### src/rtl/rv32_alu_if.sv
// rv32_alu_if: operand/result bundle between the execute stage and the ALU.
//   rs1, rs2  operands A and B (rs2 low bits also carry the shift amount)
//   funct3    RISC-V funct3 operation select
//   funct7    funct7[5] of the instruction (SUB/SRA modifier)
//   rd, z     registered result and zero flag, one cycle after the operands
// Handshake: none. There is no valid/ready pair. The master presents a new
// operation on every cycle, and the slave captures it on every rising clock
// edge, so results stream out one-for-one with exactly one cycle of delay.
interface rv32_alu_if #(
  parameter int XLEN = 32
);
  logic [XLEN-1:0] rs1;
  logic [XLEN-1:0] rs2;
  logic [2:0]      funct3;
  logic            funct7;
  logic [XLEN-1:0] rd;
  logic            z;

  modport master (
    output rs1, rs2, funct3, funct7,
    input  rd, z
  );

  modport slave (
    input  rs1, rs2, funct3, funct7,
    output rd, z
  );
endinterface

### src/rtl/rv32_alu.sv
// rv32_alu: RV32I integer ALU for the riscy_core execute stage.
//   clk   rising-edge clock
//   rst   asynchronous, active-high reset (clears rd and z)
//   bus   rv32_alu_if slave: rs1/rs2/funct3/funct7 in, rd/z out
// The ALU computes ADD/SUB, SLL/SRL/SRA, SLT/SLTU, XOR, OR or AND
// combinationally. It registers the result together with its zero flag,
// which gives a fixed latency of one cycle.
module rv32_alu #(
  parameter int XLEN = 32
) (
  input  logic        clk,
  input  logic        rst,
  rv32_alu_if.slave   bus
);
  localparam int SHW = $clog2(XLEN);

  logic [XLEN-1:0] result;
  logic [SHW-1:0]  shamt;
  logic [XLEN-1:0] rd_q;
  logic            z_q;

  // Only the low SHW bits select the shift distance, so a shift by XLEN
  // aliases to a shift by 0.
  assign shamt = bus.rs2[SHW-1:0];

  always_comb begin
    result = '0;
    case (bus.funct3)
      3'b000: result = bus.funct7 ? (bus.rs1 - bus.rs2) : (bus.rs1 + bus.rs2);
      3'b001: result = bus.rs1 << shamt;
      3'b010: result = {{(XLEN-1){1'b0}}, ($signed(bus.rs1) < $signed(bus.rs2))};
      3'b011: result = {{(XLEN-1){1'b0}}, (bus.rs1 < bus.rs2)};
      3'b100: result = bus.rs1 ^ bus.rs2;
      // The arithmetic shift is done on a signed view so that the sign bit
      // fills from rs1[XLEN-1].
      3'b101: result = bus.funct7 ? $unsigned($signed(bus.rs1) >>> shamt)
                                  : (bus.rs1 >> shamt);
      3'b110: result = bus.rs1 | bus.rs2;
      3'b111: result = bus.rs1 & bus.rs2;
      default: result = '0;
    endcase
  end

  always_ff @(posedge clk or posedge rst) begin
    if (rst) begin
      rd_q <= '0;
      z_q  <= 1'b0;
    end else begin
      rd_q <= result;
      z_q  <= (result == '0);
    end
  end

  assign bus.rd = rd_q;
  assign bus.z  = z_q;
endmodule

### src/flat_wrapper.sv
// flat-port wrapper written by rule: the top's interface ports become plain ports
module rv32_alu_flat 
#(
  parameter int XLEN = 32
)
  (clk, rst, bus_rs1, bus_rs2, bus_funct3, bus_funct7, bus_rd, bus_z);
  rv32_alu_if #(.XLEN(XLEN)) bus_i ();
  input  logic clk;
  input  logic rst;
  input wire logic [$bits(bus_i.rs1)-1:0] bus_rs1;
  input wire logic [$bits(bus_i.rs2)-1:0] bus_rs2;
  input wire logic [$bits(bus_i.funct3)-1:0] bus_funct3;
  input wire logic [$bits(bus_i.funct7)-1:0] bus_funct7;
  output wire logic [$bits(bus_i.rd)-1:0] bus_rd;
  output wire logic [$bits(bus_i.z)-1:0] bus_z;
  assign bus_i.rs1 = bus_rs1;
  assign bus_i.rs2 = bus_rs2;
  assign bus_i.funct3 = bus_funct3;
  assign bus_i.funct7 = bus_funct7;
  assign bus_rd = bus_i.rd;
  assign bus_z = bus_i.z;
  rv32_alu #(.XLEN(XLEN)) u_core (.clk(clk), .rst(rst), .bus(bus_i));
endmodule
### config.mk
export PLATFORM = sky130hd
export DESIGN_NAME = rv32_alu_flat
export DESIGN_NICKNAME = d
export VERILOG_FILES = /design/src/rtl/rv32_alu_if.sv /design/src/rtl/rv32_alu.sv /design/src/flat_wrapper.sv
export SDC_FILE = /design/constraint.sdc
export NUM_CORES = 1
export LEC_CHECK = 0
export CORE_ASPECT_RATIO = 1.1
export CORE_UTILIZATION = 40
export CTS_BUF_LIST = sky130_fd_sc_hd__clkbuf_4 sky130_fd_sc_hd__clkbuf_8
export DETAILED_ROUTE_END_ITERATION = 8
export HOLD_SLACK_MARGIN = 0.06
export SLEW_MARGIN = 20
export SYNTH_ARGS = -nofsm -noshare
export SYNTH_HDL_FRONTEND = slang
export SYNTH_SLANG_ARGS = --single-unit
### constraint.sdc
create_clock -name clk -period 0.9 [get_ports clk]
set_input_delay 0.225 -clock clk [delete_from_list [all_inputs] [get_ports clk]]
set_output_delay 0.225 -clock clk [all_outputs]
set_load 0.005 [all_outputs]
After elaboration in Yosys (flattened, before gate mapping)
Cells that the tools add are included.

cells by class
  reductions and logical operators = 2
  mux-type cells = 3
  shift-type cells = 3
  eq/ne operators = 7
  bitwise operators = 3
  multiply operators = 0
  add/sub/neg operators = 2
  divide/modulo/power cells = 0
  order comparisons = 2

operators with widths
  operator                                                          number
  32-bit one-hot mux with 8 select lines                            1
  32-bit less-than comparator                                       2
  32-bit 2-to-1 mux                                                 2
  32-bit adder                                                      1
  32-bit bitwise AND                                                1
  32-bit logical NOT                                                1
  32-bit OR                                                         1
  32-bit by 5-bit left shift with 32-bit output                     1
  32-bit by 5-bit >> shifter with 32-bit output                     1
  32-bit by 5-bit >>> shifter with 32-bit output                    1
  32-bit subtractor                                                 1
  32-bit bitwise XOR                                                1
  3-bit == test (second input constant)                             4
  3-bit by 2-bit == test with 1-bit output (second input constant)  2
  3-bit by 1-bit == test with 1-bit output (second input constant)  1
  3-bit logical NOT                                                 1

word-level totals
  bits in latches = 0
  output and inout port bits = 33
  memories = 0
  flip-flop bits (word level) = 33
  RAM bits = 0
  bits in read-only memories = 0
  input port bits = 70
  word-level logic and storage cells = 24

Logic depth before layout (Yosys ltp)
  word-level depth = 4
  mapped depth = 19
  gate-level depth less buffers = 15

Worst setup path after synthesis
No wires, ideal clock.

  path type = input -> register
  start point = in bus_rs2[1]
  end point = reg u_core.z_q (netlist: u_core.bus.z)
  stages = 17
  library setup time = 0.096 ns
  data arrival time = 5.144 ns
  buffers on the path = 4
  slack = -4.339 ns
  cell sequence = inv_1 -> buf_1 -> buf_1 -> clkbuf_1 -> clkbuf_1 -> fa_1 -> nand2b_1 -> a2111o_1 -> and3_1 -> or2_2 -> a311o_1 -> or3b_2 -> or4_1 -> nor4_1 -> nand4bb_1 -> nand4bb_1 -> nor4_2

between the ends
  word-level cells in the longest chain between the ends = 4
  elaborated cells between the ends (all ways) = 14
  those cells by class = 2 x add/sub; 2 x order compare; 3 x shift; 3 x mux; 3 x bitwise; 1 x reduce/logical

RTL lines
  what                                         RTL line                        RTL
  start, declared                              flat_wrapper.sv:11              input wire logic [$bits(bus_i.rs2)-1:0] bus_rs2;
  32-bit adder (tied with other cells)         rv32_alu.sv:29                  3'b000: result = bus.funct7 ? (bus.rs1 - bus.rs2) : (bus.rs1 + bus.rs2);
  32-bit 2-to-1 mux, on equally long branches  rv32_alu.sv:29, rv32_alu.sv:36
  32-bit one-hot mux with 8 select lines (*)   rv32_alu.sv:28                  case (bus.funct3)
  net u_core.result[6]                         rv32_alu.sv:17                  logic [XLEN-1:0] result;
  32-bit logical NOT (*)                       rv32_alu.sv:50                  z_q <= (result == '0);
  end signal, assigned                         rv32_alu.sv:50
  end, declared                                rv32_alu.sv:20                  logic z_q;

Mark *: on every way through the listed nets, which the timed path passes. The rest lies on a longest branch.

Worst setup path in the final report
  start point = in bus_rs2[2]
  end point = reg u_core.z_q (netlist: u_core.bus.z)

between the ends
  word-level cells in the longest chain between the ends = 4
  elaborated cells between the ends (all ways) = 14
  those cells by class = 2 x add/sub; 2 x order compare; 3 x shift; 3 x mux; 3 x bitwise; 1 x reduce/logical

RTL lines
  what                                         RTL line
  32-bit adder (tied with other cells)         rv32_alu.sv:29
  32-bit 2-to-1 mux, on equally long branches  rv32_alu.sv:29, rv32_alu.sv:36
  32-bit one-hot mux with 8 select lines (*)   rv32_alu.sv:28
  32-bit logical NOT (*)                       rv32_alu.sv:50

Mark *: on every way between the ends. The rest lies on a longest branch, timed or not.

==> results.toml <==
[sta]
setup_viol = 66
drv_slew = 0
fmax_mhz = 273
min_period_ns = 3.66
tightest_slew_ns = 0.813
setup_ws_ns = -2.76
rsz0062_at_grt = "yes"
max-slew-margin-rel_pct = 45.2
finalHoldViolCount = 0
fin_setup_tns_ns = -63.20
period_share_pct = 407

[grt]
grt_max_degree = 41
grt_use_met2_pct = 72.0
gr-usage-met3_pct = 10.2
grt_use_total_pct = 45.1
grt_pass1_vias = 14636
antenna_found_initial = 3
busiest_layer = "met2"
grt_overflow = 0
grt_pass1_wl_um = 88100
grt.met1_usage_pct = 54.8

[critical_path]
worstSetupPathType = "in -> reg"
crit_chain = "buf_16, buf_12, buf_12, buf_12, ha_4, buf_6, o41ai_2, nor2_1, xnor2_2, nor2_1, or3b_4, or4_4, nor4_4, nand4bb_1, nand4bb_1, nor4_2"
arrival_ns = 3.86
critPathLaunchType = "input pin"
cpPeakStageDelay_ns = 0.55
crit_family = "simple AND/OR/NAND/NOR gates"
cpMostUsedCell = "buf_12"
slowest_stage = "xnor2_2"
worstPathMaxFanout = 7
crit_required_ns = 1.10
endpoint_kind = "flip-flop"
timing.critical_path.buf_inv = 5

[die]
die_area_um2 = 26000
start_util_pct = 41.0
io_pins = 103
die_w_um = 154
coreArea_um2 = 24700
die_h_um = 169
row_count = 60

[placed_design]
port_buffers = 102
pre_cts_ws_ns = -3.50
gp_congestion = 1.09
dp_hpwl_um = 46200

[synth]
ys_seq_area_share_pct = 8.15
netlist_instances = 1411
async_flop_share_pct = 100
ys_warn_count = 0
synthDistinctLibCells = 79
synth_edf_count = 0
synth.avg_cell_area_um2 = 7.18
synth_ff_type = "dfrtp_1"
synth_area_um2 = 10100
syn_nets = 1580
synth_seq_cells = 33

[final_layout]
finalNetCount = 2242
area_delta_synth_final_pct = 79.5
mostFrequentLayoutCell = "buf_4"
drive_gt1_share_pct = 51.8
layout_common_cells = "buf_4, nor2_1, nand2_1"
fin_util_pct = 73.6

[clock_tree]
numClockSinks = 33
root_buffer = "clkbuf_8"
cts.htree.levels = 2
cts_made_buffers = 5
path_clk_slew_ns = 0.08
clk_path_buf_depth = 2
tritoncts = "built"

[route]
drt-total-wl_um = 61100
vias = 15221
vias_per_cell = 6.38
drc = 0
wl_per_cell_um = 25.6
drtAntennaViolNets = 0
dr.pass1.iters = 6
drt_iter0_drc = 1615

[power_and_ir_drop]
peakVddDrop_mv = 0.738
power-per-cell-area_nw_per_um2 = 852
leakage_nw = 8.37

[outcome]
violations = "negative setup slack"
status = "finished with violations"

[worst_hold_path]
hp-class = "in -> async"

[flow_run]
maxCapViolCount = 0
-- synth_stat cells, types with 33 or more instances --
cell	number	area [um2]
a21oi_1	112	561
clkbuf_1	81	304
dfrtp_1	33	826
ha_1	97	1210
inv_1	99	372
mux2i_1	53	531
mux4_2	39	878
nand2_1	126	473
nor2_1	134	503
nor3_1	37	185
o21ai_0	105	526
-- power by group --
| group | internal [mW] | switching, mW |
|---|---|---|
| registers | 1.67 | 0.0542 |
| clock network | 0.828 | 0.601 |
| logic | 5.98 | 6.35 |
-- cell families (layout without fill, tap and decap cells) --
| kind of cell | Yosys count | after routing | synth area share, % |
|---|---|---|---|
| fa+ha+maj | 99 | 99 | 12.4 |
| mux | 116 | 116 | 16.8 |
| buf+inv | 216 | 879 | 8.40 |
| flops | 33 | 33 | 8.15 |
| compound gates | 472 | 472 | 30.9 |
| other cells | 0 | 1 | 0 |
| xor+xnor | 24 | 24 | 2.07 |
| simple gates | 451 | 451 | 21.3 |
-- layer usage --
metal  share of wire (%)  up-vias
met2                  44     1122
met5               0.028        -
met1                  36     7185
li1                    -     6572
met3                  12      340
met4                 8.2        2
-- timing repair --
item | CTS | global route
setup endpoints to repair | 66 | 66
buffers inserted | 73 | 45
resized for setup | 560 | 139
pin swaps | 69 | 100
endpoints found under the hold margin | 0 | 0
cloned | 3 | 0
hold buffers | 0 | 0
-- state kept, by name, indices dropped and copies added, names as in the netlist --
name,flops
u_core.bus.rd,32
u_core.bus.z,1
-- worst max path at each step --
stage | cells after the start | slack [ns] | to | from
after floorplan | 17 | -2.95 | u_core.bus.z | bus_rs2[1]
after global placement | 16 | -3.40 | u_core.bus.z | bus_rs1[0]
after detailed placement | 16 | -3.50 | u_core.bus.z | bus_rs1[0]
after CTS | 15 | -2.75 | u_core.bus.z | bus_rs1[0]
after global routing | 19 | -2.76 | u_core.bus.z | bus_rs1[0]
final | 16 | -2.76 | u_core.bus.z | bus_rs2[2]
-- per-stage QoR --
stage               cell area (um2)  cells  hold WS [ns]  power, mW
detailed placement            15600   2288         0.472       11.7
CTS                           17500   2368         0.154       14.5
finish                        18200   2385         0.163       15.5
floorplan                     10500   1411         0.160       6.24
global placement              15600   2288         0.470       11.7
global route                  18200   2384         0.159       16.1
-- area by class of cell --
| cell class | count | area, um2 |
|---|---|---|
| Fill cell | 1916 | 6510 |
| Inverter | 100 | 398 |
| Clock inverter | 3 | 46.3 |
| Clock buffer | 5 | 68.8 |
| Sequential cell | 33 | 826 |
| Multi-Input combinational cell | 1162 | 10200 |
| Tap cell | 310 | 388 |
| Timing Repair Buffer | 771 | 6280 |
| Antenna cell | 1 | 2.50 |
Note: power is estimated with default switching activity, not from simulation.
